===== config.mk =====
export PLATFORM = sky130hd
export DESIGN_NAME = hybrid_decode_scheduler_flat
export DESIGN_NICKNAME = d
export VERILOG_FILES = /design/src/rtl/hybrid_decode_scheduler_pkg.sv /design/src/rtl/hybrid_decode_scheduler_if.sv /design/src/rtl/deinterleaver.sv /design/src/rtl/hamming_decoder_15_11.sv /design/src/rtl/hamming_decoder_7_4.sv /design/src/rtl/hybrid_decode_scheduler_row_buffer.sv /design/src/rtl/hybrid_decode_scheduler.sv /design/src/flat_wrapper.sv
export SDC_FILE = /design/constraint.sdc
export NUM_CORES = 1
export LEC_CHECK = 0
export BUFFER_PORTS_ARGS = -buffer_cell sky130_fd_sc_hd__buf_4
export CAP_MARGIN = 20
export CORE_MARGIN = 10
export CORE_UTILIZATION = 40
export CTS_BUF_LIST = sky130_fd_sc_hd__clkbuf_8 sky130_fd_sc_hd__clkbuf_16
export CTS_CLUSTER_DIAMETER = 60
export DETAILED_ROUTE_END_ITERATION = 12
export PLACE_DENSITY = 0.68
export SLEW_MARGIN = 20
export SYNTH_ARGS = -nofsm -noshare
export SYNTH_HDL_FRONTEND = slang
export SYNTH_SLANG_ARGS = --single-unit

===== constraint.sdc =====
create_clock -name clk -period 16.8 [get_ports clk]
set_input_delay 2.52 -clock clk [delete_from_list [all_inputs] [get_ports clk]]
set_output_delay 2.52 -clock clk [all_outputs]
set_load 0.1 [all_outputs]

===== src/rtl/hybrid_decode_scheduler_pkg.sv =====
// Shared constants and FSM state type for the hybrid product-code decode scheduler.
package hybrid_decode_scheduler_pkg;
  localparam int unsigned NCOL      = 15;
  localparam int unsigned NROW      = 4;
  localparam int unsigned COL_CW_W  = 7;
  localparam int unsigned COL_D_W   = 4;
  localparam int unsigned ROW_CW_W  = 15;
  localparam int unsigned ROW_D_W   = 11;
  localparam int unsigned CW_W      = NCOL * COL_CW_W;
  localparam int unsigned DATA_W    = NROW * ROW_D_W;
  localparam int unsigned COL_IDX_W = 4;
  localparam int unsigned ROW_IDX_W = 2;
  localparam int unsigned COL_CNT_W = 4;
  localparam int unsigned ROW_CNT_W = 3;

  typedef enum logic [1:0] {
    IDLE = 2'd0,
    COL  = 2'd1,
    ROW  = 2'd2,
    DONE = 2'd3
  } state_e;
endpackage


===== src/rtl/hybrid_decode_scheduler_if.sv =====
// Codeword input / decoded-word output handshake bundle for the decode scheduler.
interface hybrid_decode_scheduler_if;
  import hybrid_decode_scheduler_pkg::*;

  logic                 flush;
  logic                 in_valid;
  logic                 in_ready;
  logic [CW_W-1:0]      in_data;
  logic                 out_valid;
  logic                 out_ready;
  logic [DATA_W-1:0]    out_data;
  logic [COL_CNT_W-1:0] out_col_err_cnt;
  logic [ROW_CNT_W-1:0] out_row_err_cnt;
  logic                 busy;

  modport master (
    output flush, in_valid, in_data, out_ready,
    input  in_ready, out_valid, out_data, out_col_err_cnt, out_row_err_cnt, busy
  );

  modport slave (
    input  flush, in_valid, in_data, out_ready,
    output in_ready, out_valid, out_data, out_col_err_cnt, out_row_err_cnt, busy
  );
endinterface


===== src/rtl/deinterleaver.sv =====
// Undo the row interleave: row r bit i (row 0 in the top slice) becomes output bit i*NROW+r.
module deinterleaver #(
  parameter int unsigned NROW    = 4,
  parameter int unsigned ROW_D_W = 11
) (
  input  logic [NROW*ROW_D_W-1:0] data_in,
  output logic [NROW*ROW_D_W-1:0] data_out
);
  // Pure bit permutation.
  always_comb begin
    data_out = '0;
    for (int unsigned r = 0; r < NROW; r++) begin
      for (int unsigned i = 0; i < ROW_D_W; i++) begin
        data_out[i*NROW + r] = data_in[(NROW-1-r)*ROW_D_W + i];
      end
    end
  end
endmodule


===== src/rtl/hamming_decoder_15_11.sv =====
// Single-error-correcting Hamming(15,11) decoder; bit i is code position i+1, parity at 1,2,4,8.
module hamming_decoder_15_11 (
  input  logic [14:0] code_in,
  output logic [10:0] data_out,
  output logic        error_detected
);
  logic [3:0]  syn;
  logic [14:0] fixed;

  // Syndrome, correction, and extraction of the 11 non-parity positions in ascending order.
  always_comb begin
    syn[0] = ^{code_in[0], code_in[2], code_in[4], code_in[6],
               code_in[8], code_in[10], code_in[12], code_in[14]};
    syn[1] = ^{code_in[1], code_in[2], code_in[5], code_in[6],
               code_in[9], code_in[10], code_in[13], code_in[14]};
    syn[2] = ^{code_in[6:3], code_in[14:11]};
    syn[3] = ^code_in[14:7];
    fixed  = code_in;
    for (int unsigned i = 0; i < 15; i++) begin
      if (syn == 4'(i + 1)) fixed[i] = ~code_in[i];
    end
    data_out       = {fixed[14:8], fixed[6:4], fixed[2]};
    error_detected = |syn;
  end
endmodule


===== src/rtl/hamming_decoder_7_4.sv =====
// Single-error-correcting Hamming(7,4) decoder; bit i is code position i+1, parity at 1,2,4.
module hamming_decoder_7_4 (
  input  logic [6:0] code_in,
  output logic [3:0] data_out,
  output logic       error_detected
);
  logic [2:0] syn;
  logic [6:0] fixed;

  // Syndrome names the erroneous position; flip it and extract data positions 3,5,6,7.
  always_comb begin
    syn[0] = code_in[0] ^ code_in[2] ^ code_in[4] ^ code_in[6];
    syn[1] = code_in[1] ^ code_in[2] ^ code_in[5] ^ code_in[6];
    syn[2] = code_in[3] ^ code_in[4] ^ code_in[5] ^ code_in[6];
    fixed  = code_in;
    for (int unsigned i = 0; i < 7; i++) begin
      if (syn == 3'(i + 1)) fixed[i] = ~code_in[i];
    end
    data_out       = {fixed[6], fixed[5], fixed[4], fixed[2]};
    error_detected = |syn;
  end
endmodule


===== src/rtl/hybrid_decode_scheduler_row_buffer.sv =====
// 4x15 row buffer: written one column (one bit per row) at a time, read one row at a time.
module hds_row_buffer
  import hybrid_decode_scheduler_pkg::*;
(
  input  logic                 clk,
  input  logic                 rst,
  input  logic                 wr_en,
  input  logic [COL_IDX_W-1:0] wr_col,
  input  logic [COL_D_W-1:0]   wr_bits,
  input  logic [ROW_IDX_W-1:0] rd_row,
  output logic [ROW_CW_W-1:0]  rd_data
);
  logic [ROW_CW_W-1:0] rows_q [NROW];
  logic [ROW_CW_W-1:0] rows_d [NROW];
  logic [3:0]          bit_pos;

  // Column 0 lands in the MSB of each row codeword.
  assign bit_pos = 4'(ROW_CW_W - 1) - wr_col;
  assign rd_data = rows_q[rd_row];

  // Scatter the written column's bits across the rows.
  always_comb begin
    rows_d = rows_q;
    if (wr_en) begin
      for (int unsigned r = 0; r < NROW; r++) begin
        rows_d[r][bit_pos] = wr_bits[r];
      end
    end
  end

  // Row storage.
  always_ff @(posedge clk or posedge rst) begin
    if (rst) rows_q <= '{default: '0};
    else     rows_q <= rows_d;
  end
endmodule


===== src/rtl/hybrid_decode_scheduler.sv =====
// Time-multiplexed product-code decoder: one column decoder over 15 columns, then one
// row decoder over 4 rows, then the deinterleaved word is held on a valid/ready output.
module hybrid_decode_scheduler
  import hybrid_decode_scheduler_pkg::*;
(
  input logic                      clk,
  input logic                      rst,
  hybrid_decode_scheduler_if.slave bus
);
  state_e               state_q, state_d;
  logic [COL_IDX_W-1:0] col_idx_q, col_idx_d;
  logic [ROW_IDX_W-1:0] row_idx_q, row_idx_d;
  logic [CW_W-1:0]      shadow_q, shadow_d;
  logic [ROW_D_W-1:0]   row_data_q [NROW];
  logic [ROW_D_W-1:0]   row_data_d [NROW];
  logic [COL_CNT_W-1:0] col_cnt_q, col_cnt_d;
  logic [ROW_CNT_W-1:0] row_cnt_q, row_cnt_d;
  logic                 out_valid_q, out_valid_d;

  logic [6:0]           col_base;
  logic [COL_CW_W-1:0]  col_code;
  logic [COL_D_W-1:0]   col_bits;
  logic                 col_err;
  logic [ROW_CW_W-1:0]  row_code;
  logic [ROW_D_W-1:0]   row_bits;
  logic                 row_err;
  logic                 buf_wr;
  logic [DATA_W-1:0]    out_data_w;

  assign col_base = 7'(col_idx_q) * 7'(COL_CW_W);
  assign col_code = shadow_q[col_base +: COL_CW_W];

  hamming_decoder_7_4 u_col_dec (
    .code_in        (col_code),
    .data_out       (col_bits),
    .error_detected (col_err)
  );

  hds_row_buffer u_row_buf (
    .clk     (clk),
    .rst     (rst),
    .wr_en   (buf_wr),
    .wr_col  (col_idx_q),
    .wr_bits (col_bits),
    .rd_row  (row_idx_q),
    .rd_data (row_code)
  );

  hamming_decoder_15_11 u_row_dec (
    .code_in        (row_code),
    .data_out       (row_bits),
    .error_detected (row_err)
  );

  deinterleaver #(.NROW(NROW), .ROW_D_W(ROW_D_W)) u_deint (
    .data_in  ({row_data_q[0], row_data_q[1], row_data_q[2], row_data_q[3]}),
    .data_out (out_data_w)
  );

  assign bus.in_ready        = (state_q == IDLE);
  assign bus.busy            = (state_q != IDLE);
  assign bus.out_valid       = out_valid_q;
  assign bus.out_data        = out_data_w;
  assign bus.out_col_err_cnt = col_cnt_q;
  assign bus.out_row_err_cnt = row_cnt_q;

  // Next-state logic; flush outside IDLE abandons the word, flush in IDLE only blocks accept.
  always_comb begin
    state_d     = state_q;
    col_idx_d   = col_idx_q;
    row_idx_d   = row_idx_q;
    shadow_d    = shadow_q;
    row_data_d  = row_data_q;
    col_cnt_d   = col_cnt_q;
    row_cnt_d   = row_cnt_q;
    out_valid_d = out_valid_q;
    buf_wr      = 1'b0;
    if (bus.flush) begin
      if (state_q != IDLE) begin
        state_d     = IDLE;
        col_idx_d   = '0;
        row_idx_d   = '0;
        col_cnt_d   = '0;
        row_cnt_d   = '0;
        out_valid_d = 1'b0;
      end
    end else begin
      case (state_q)
        IDLE: begin
          if (bus.in_valid) begin
            shadow_d  = bus.in_data;
            col_cnt_d = '0;
            row_cnt_d = '0;
            col_idx_d = '0;
            state_d   = COL;
          end
        end
        COL: begin
          buf_wr    = 1'b1;
          col_cnt_d = col_cnt_q + COL_CNT_W'(col_err);
          if (col_idx_q == COL_IDX_W'(NCOL - 1)) begin
            row_idx_d = '0;
            state_d   = ROW;
          end else begin
            col_idx_d = col_idx_q + 1'b1;
          end
        end
        ROW: begin
          row_data_d[row_idx_q] = row_bits;
          row_cnt_d             = row_cnt_q + ROW_CNT_W'(row_err);
          if (row_idx_q == ROW_IDX_W'(NROW - 1)) begin
            out_valid_d = 1'b1;
            state_d     = DONE;
          end else begin
            row_idx_d = row_idx_q + 1'b1;
          end
        end
        DONE: begin
          if (bus.out_ready) begin
            out_valid_d = 1'b0;
            state_d     = IDLE;
          end
        end
        default: state_d = IDLE;
      endcase
    end
  end

  // State and datapath registers.
  always_ff @(posedge clk or posedge rst) begin
    if (rst) begin
      state_q     <= IDLE;
      col_idx_q   <= '0;
      row_idx_q   <= '0;
      shadow_q    <= '0;
      row_data_q  <= '{default: '0};
      col_cnt_q   <= '0;
      row_cnt_q   <= '0;
      out_valid_q <= 1'b0;
    end else begin
      state_q     <= state_d;
      col_idx_q   <= col_idx_d;
      row_idx_q   <= row_idx_d;
      shadow_q    <= shadow_d;
      row_data_q  <= row_data_d;
      col_cnt_q   <= col_cnt_d;
      row_cnt_q   <= row_cnt_d;
      out_valid_q <= out_valid_d;
    end
  end
endmodule


===== src/flat_wrapper.sv =====
// flat-port wrapper written by rule: the top's interface ports become plain ports
module hybrid_decode_scheduler_flat import hybrid_decode_scheduler_pkg::*;
  (clk, rst, bus_flush, bus_in_valid, bus_in_data, bus_out_ready, bus_in_ready, bus_out_valid, bus_out_data, bus_out_col_err_cnt, bus_out_row_err_cnt, bus_busy);
  hybrid_decode_scheduler_if bus_i ();
  input logic clk;
  input logic rst;
  input wire logic [$bits(bus_i.flush)-1:0] bus_flush;
  input wire logic [$bits(bus_i.in_valid)-1:0] bus_in_valid;
  input wire logic [$bits(bus_i.in_data)-1:0] bus_in_data;
  input wire logic [$bits(bus_i.out_ready)-1:0] bus_out_ready;
  output wire logic [$bits(bus_i.in_ready)-1:0] bus_in_ready;
  output wire logic [$bits(bus_i.out_valid)-1:0] bus_out_valid;
  output wire logic [$bits(bus_i.out_data)-1:0] bus_out_data;
  output wire logic [$bits(bus_i.out_col_err_cnt)-1:0] bus_out_col_err_cnt;
  output wire logic [$bits(bus_i.out_row_err_cnt)-1:0] bus_out_row_err_cnt;
  output wire logic [$bits(bus_i.busy)-1:0] bus_busy;
  assign bus_i.flush = bus_flush;
  assign bus_i.in_valid = bus_in_valid;
  assign bus_i.in_data = bus_in_data;
  assign bus_i.out_ready = bus_out_ready;
  assign bus_in_ready = bus_i.in_ready;
  assign bus_out_valid = bus_i.out_valid;
  assign bus_out_data = bus_i.out_data;
  assign bus_out_col_err_cnt = bus_i.out_col_err_cnt;
  assign bus_out_row_err_cnt = bus_i.out_row_err_cnt;
  assign bus_busy = bus_i.busy;
  hybrid_decode_scheduler u_core (.clk(clk), .rst(rst), .bus(bus_i));
endmodule

# == Yosys cells after proc, flatten, opt, wreduce, memory -nomap -nowiden ==
# Index checks and enable logic that the tools add are counted.
# classes
magnitude_cmp,4
shift,1
add_sub_neg,5
reduce_logical,22
n_mux,56
mul,1
n_bitwise,26
eq_ne,27
# ops
cell,n
105-bit by 8-bit indexed part select with 7-bit output,1
15-bit bitwise mux,4
44-bit bitwise mux,1
"4-bit == test, second input constant",8
8-bit parity,4
15-bit binary-select mux with 2-bit select,1
15-bit two-way mux,2
11-bit demux with 2-bit select,1
1-bit two-way mux,22
4-bit two-way mux,5
2-bit two-way mux,9
1-bit inverter,16
4-bit case mux with 2 select lines,2
"4-bit by 3-bit == test with 1-bit output, second input constant",3
"3-bit != test, second input constant",4
4-bit AND reduction,3
3-bit nonzero test,4
11-bit two-way mux,1
"3-bit == test, second input constant",3
3-bit two-way mux,3
3-bit AND reduction,3
1-bit bitwise XOR,9
2-bit case mux with 4 select lines,1
"4-bit by 3-bit multiplier with 7-bit output, second input constant",1
27 further kinds,31
# totals
regBits,225
inputBits,110
word_cells,157
output_inout_bits,54

# == Depth between registers and ports, before layout ==
# depth
word_depth,9
ltp_mapped,14
depth_no_buf,11

# == Hierarchy ==
# From an unflattened synthesis, not the netlist that was laid out.
# unflattened
cells_unflattened,831
hier_area_um2,11263.3
# modules_own_cells
mod,area_per_inst_um2,seq_area_each_um2,n_inst,cells_per_inst
hybrid_decode_scheduler,7465.9,4129.0,1,521
hds_row_buffer,2711.4,1501.4,1,167
hamming_decoder_15_11,484.2,0.0,1,61
deinterleaver,330.3,0.0,1,44
hamming_decoder_7_4,271.5,0.0,1,38

# == Worst setup path before layout ==
# Ideal clock, no wire load.
# synth_path
kind,register to output
from,register u_core.state_q[0]
to,output bus_busy
n_path_buf,1
arrival_time_ns,2.005
t_required_ns,14.280
path_stages_with_launch,5
setup_slack_ns,12.275
path_cell_list,dfrtp_1 inv_1 ha_1 clkbuf_1 inv_1
# synth_via
elab_chain_cells,1
# synth_rtl
item,line_no,text
start: declaration,hybrid_decode_scheduler.sv:10,"state_e state_q, state_d;"
start signal: assignment,hybrid_decode_scheduler.sv:141,state_q <= state_d;
2-bit nonzero test,hybrid_decode_scheduler.sv:61,assign bus.busy = (state_q != IDLE);
end: declaration,flat_wrapper.sv:16,output wire logic [$bits(bus_i.busy)-1:0] bus_busy;
# No other way between the ends.

# == Worst setup path in the final report ==
# Same ends and word-level chain as after synthesis.

==> out/results.tsv <==
metric	value	unit
status	complete, no violations	
yosysTopAreaCell	dfrtp_1	
wire_per_inst	18.4	um
clkSinkCount	225	
setup_viol	0	
syn_inst	858	
grt_max_degree	146	
slew_headroom	33.8	%
via_per_inst	5.22	
cts_setup_buffers	0	
worstPathCellList	inv_1, ha_1, inv_1, buf_4	
dp_hpwl	17700	um
tritoncts	built	
min_period	4.42	ns
insertedDiodeCount	0	
antenna_found_initial	0	
cts_inserted_buffers	25	
wirelength	25200	um
worst_pin_slew	0.993	ns
postCtsResizedCells	0	
drive_gt1_share	40.5	%
grt_pass1_wl	40800	um
drt.antenna.violating_nets	0	
via_count	7141	
synthFlopType	dfrtp_1	
crit_buf_inv	3	
first_iter_violations	451	
fmaxAchievable	226	MHz
area_delta_synth_final	22.6	%
end_kind	primary output	
worstSetupStartpointType	register	
rsz0062_at_grt	false	
synth_edf_count	0	
portBuffers	163	
hold_buffers	0	
synth_seq_cells	225	
crit_type	reg2out	
clockRootBuffer	clkbuf_16	
p_per_area	197	mW/mm^2
io_pins	164	
gp_congestion	0.777	
tns	0	ns
ys_seq_area_share	52.1	%
holdPathStages	2	
syn_nets	987	
fp.dieW	184	um
firstDrtPassIters	5	
grt_use_total	14.8	%
synthTopCellsByArea	dfrtp_1 52%, mux2_2 16%, mux4_2 5.4%	
critPathMaxFanout	8	
reg2reg_depth	11	
dieHeight	184	um
cpMaxStageDelayCell	dfrtp_1	
ys_async_sr_fraction	100	%
cp_slowest_stage_delay	0.41	ns
cts_buffer_depth	3	
finalHoldViolCount	0	
cp.required	14.28	ns
fin_crit_sh	26.3	%
initial_core_util	40.3	%
fin_nets	1139	
regArea	0.00563	sq mm
cpLargestDelayFamily	buffers and inverters	
path_clk_slew	0.06	ns
synth_top_area_share	52.1	%
crit_cells	4	
drc	0	
std_cell_rows	60	
maxCapViolations	0	
grt-ovfl-total	0	
syn-mean-instance-area	12.6	sq um
worstSkewPairLatency	0.52	ns
fin_skew	0.0137	ns
synth_warnings	0	
num-fill-cells	2378	
vdd.ir_drop.worst	237	uV
cp.arrival	1.90	ns
p_total	2.62	mW
fp.coreArea	0.0268	sq mm
grt_pass1_vias	7630	
yosysUniqueCellTypes	53	
multi_input_area	0.00492	sq mm
finalMaxSlewViolations	0	
hold_path.class	reg2reg	
syn_area	0.0108	sq mm
fp.dieArea	0.0340	sq mm
htree_levels	1	
leakagePower	5.94	nW
crit_top_cell	inv_1	
==> cell usage in the layout, fill, tap and decap left out, drive strengths merged, types with 3 or more instances in the layout <==
master     n
dfrtp    225
ha        19
a21oi     20
xnor3      4
a32oi      4
a2bb2oi    3
inv       16
o22ai      3
or2        3
a221oi     6
buf      172
and2       3
mux4      26
clkbuf    30
nand2     82
o21ai     66
nand3     16
bufinv     5
o21a       3
mux2i     29
nor3       7
a221o      4
xnor2     33
mux2     158
nor2b      5
nor2      35
a22oi     10
nand2b     6
clkinv     9
xor2       6
==> worst reg2reg max path: stages, from the launching register on <==
cell and delay, ns:
dfrtp_1 0.96, clkinv_1 0.52, a221o_1 0.45, a32oi_4 0.34, nor3_1 0.10, or4_4 0.53, a211o_1 0.35, ha_1 0.22
ha_1 0.20, nor2_1 0.09, o21ai_0 0.07, o21ai_0 0.07
==> per-layer routing <==
layer  vias to the layer above  part of all wire, %  global-route usage [%]
li1                       3398                    -                       -
met1                      3497                   45                    19.5
met2                       205                   45                    23.6
met3                        41                  7.3                    4.06
met4                         0                  2.0                    3.38
met5                         -                    0                       0
==> area by class of cell <==
type	count	share of cell area, %
tap	341	3.22
timing repair buffer	172	9.92
clock inverter	15	1.54
multi-input combinational	571	37.1
clock buffer	30	5.24
inverter	15	0.481
sequential	225	42.5
==> registers in the layout, summed over array words and instances, names as in the netlist <==
register / flops
u_core.shadow_q: 105
u_core.u_row_buf.rows_q: 60
u_core.row_data_q: 44
u_core.bus.out_col_err_cnt: 4
u_core.col_idx_q: 4
u_core.bus.out_row_err_cnt: 3
u_core.row_idx_q: 2
u_core.state_q: 2
u_core.bus.out_valid: 1
==> Yosys cell counts (all sizes together), types with 5 or more instances <==
library cell / number
ha: 19
nor2b: 5
inv: 12
mux2i: 29
nand2: 82
a22oi: 10
a21oi: 20
clkbuf: 29
nand3: 16
mux2: 158
mux4: 26
xnor2: 33
dfrtp: 225
nor3: 7
o21ai: 66
nor2: 35
a221oi: 6
nand2b: 6
xor2: 6
buf: 18
==> metrics by stage <==
stage               setup WS [ns]  std cells  instance area [sq um]  hold slack (ns)  utilization (%)
global route                12.24       1369                  13300            0.510             49.5
detailed placement          12.24       1323                  12300            0.464             46.0
global placement            12.25       1323                  12300            0.456             46.0
finish                      12.38       1369                  13300            0.476             49.5
CTS                         12.37       1368                  13200            0.478             49.4
floorplan                    8.12        858                  10800            0.445                -
==> path summary, 6_finish.rpt <==
check	start	endpoint	slack, ns
max	u_core.state_q[0]$_DFFE_PP0P_	bus_busy	12.38
max reg2reg	u_core.col_idx_q[2]$_DFFE_PP0P_	u_core.bus.out_col_err_cnt[2]$_DFFE_PP0P_	12.82
min in group asynchronous	rst	u_core.bus.out_row_err_cnt[2]$_DFFE_PP0P_	2.00
min	u_core.u_row_buf.rows_q[54]$_DFFE_PP0P_	u_core.u_row_buf.rows_q[54]$_DFFE_PP0P_	0.48
min reg2reg	u_core.u_row_buf.rows_q[54]$_DFFE_PP0P_	u_core.u_row_buf.rows_q[54]$_DFFE_PP0P_	0.48
max in group asynchronous	rst	u_core.shadow_q[80]$_DFFE_PP0P_	13.30
==> power by group <==
group	switching, mW	internal (mW)
Combinational	0.743	0.469
Clock	0.221	0.370
Sequential	0.103	0.710
Total	1.07	1.55
==> kinds of logic after synthesis <==
kind of cell,Yosys count,synth area share (%)
AO/OA/AOI/OAI,132,8.00
XOR/XNOR,43,3.99
adder cells (fa/ha/maj),19,2.20
buffers and inverters,62,2.56
flip-flops,225,52.1
multiplexers,213,24.6
AND/OR/NAND/NOR,164,6.57
Note: power is estimated with default switching activity, not from simulation.
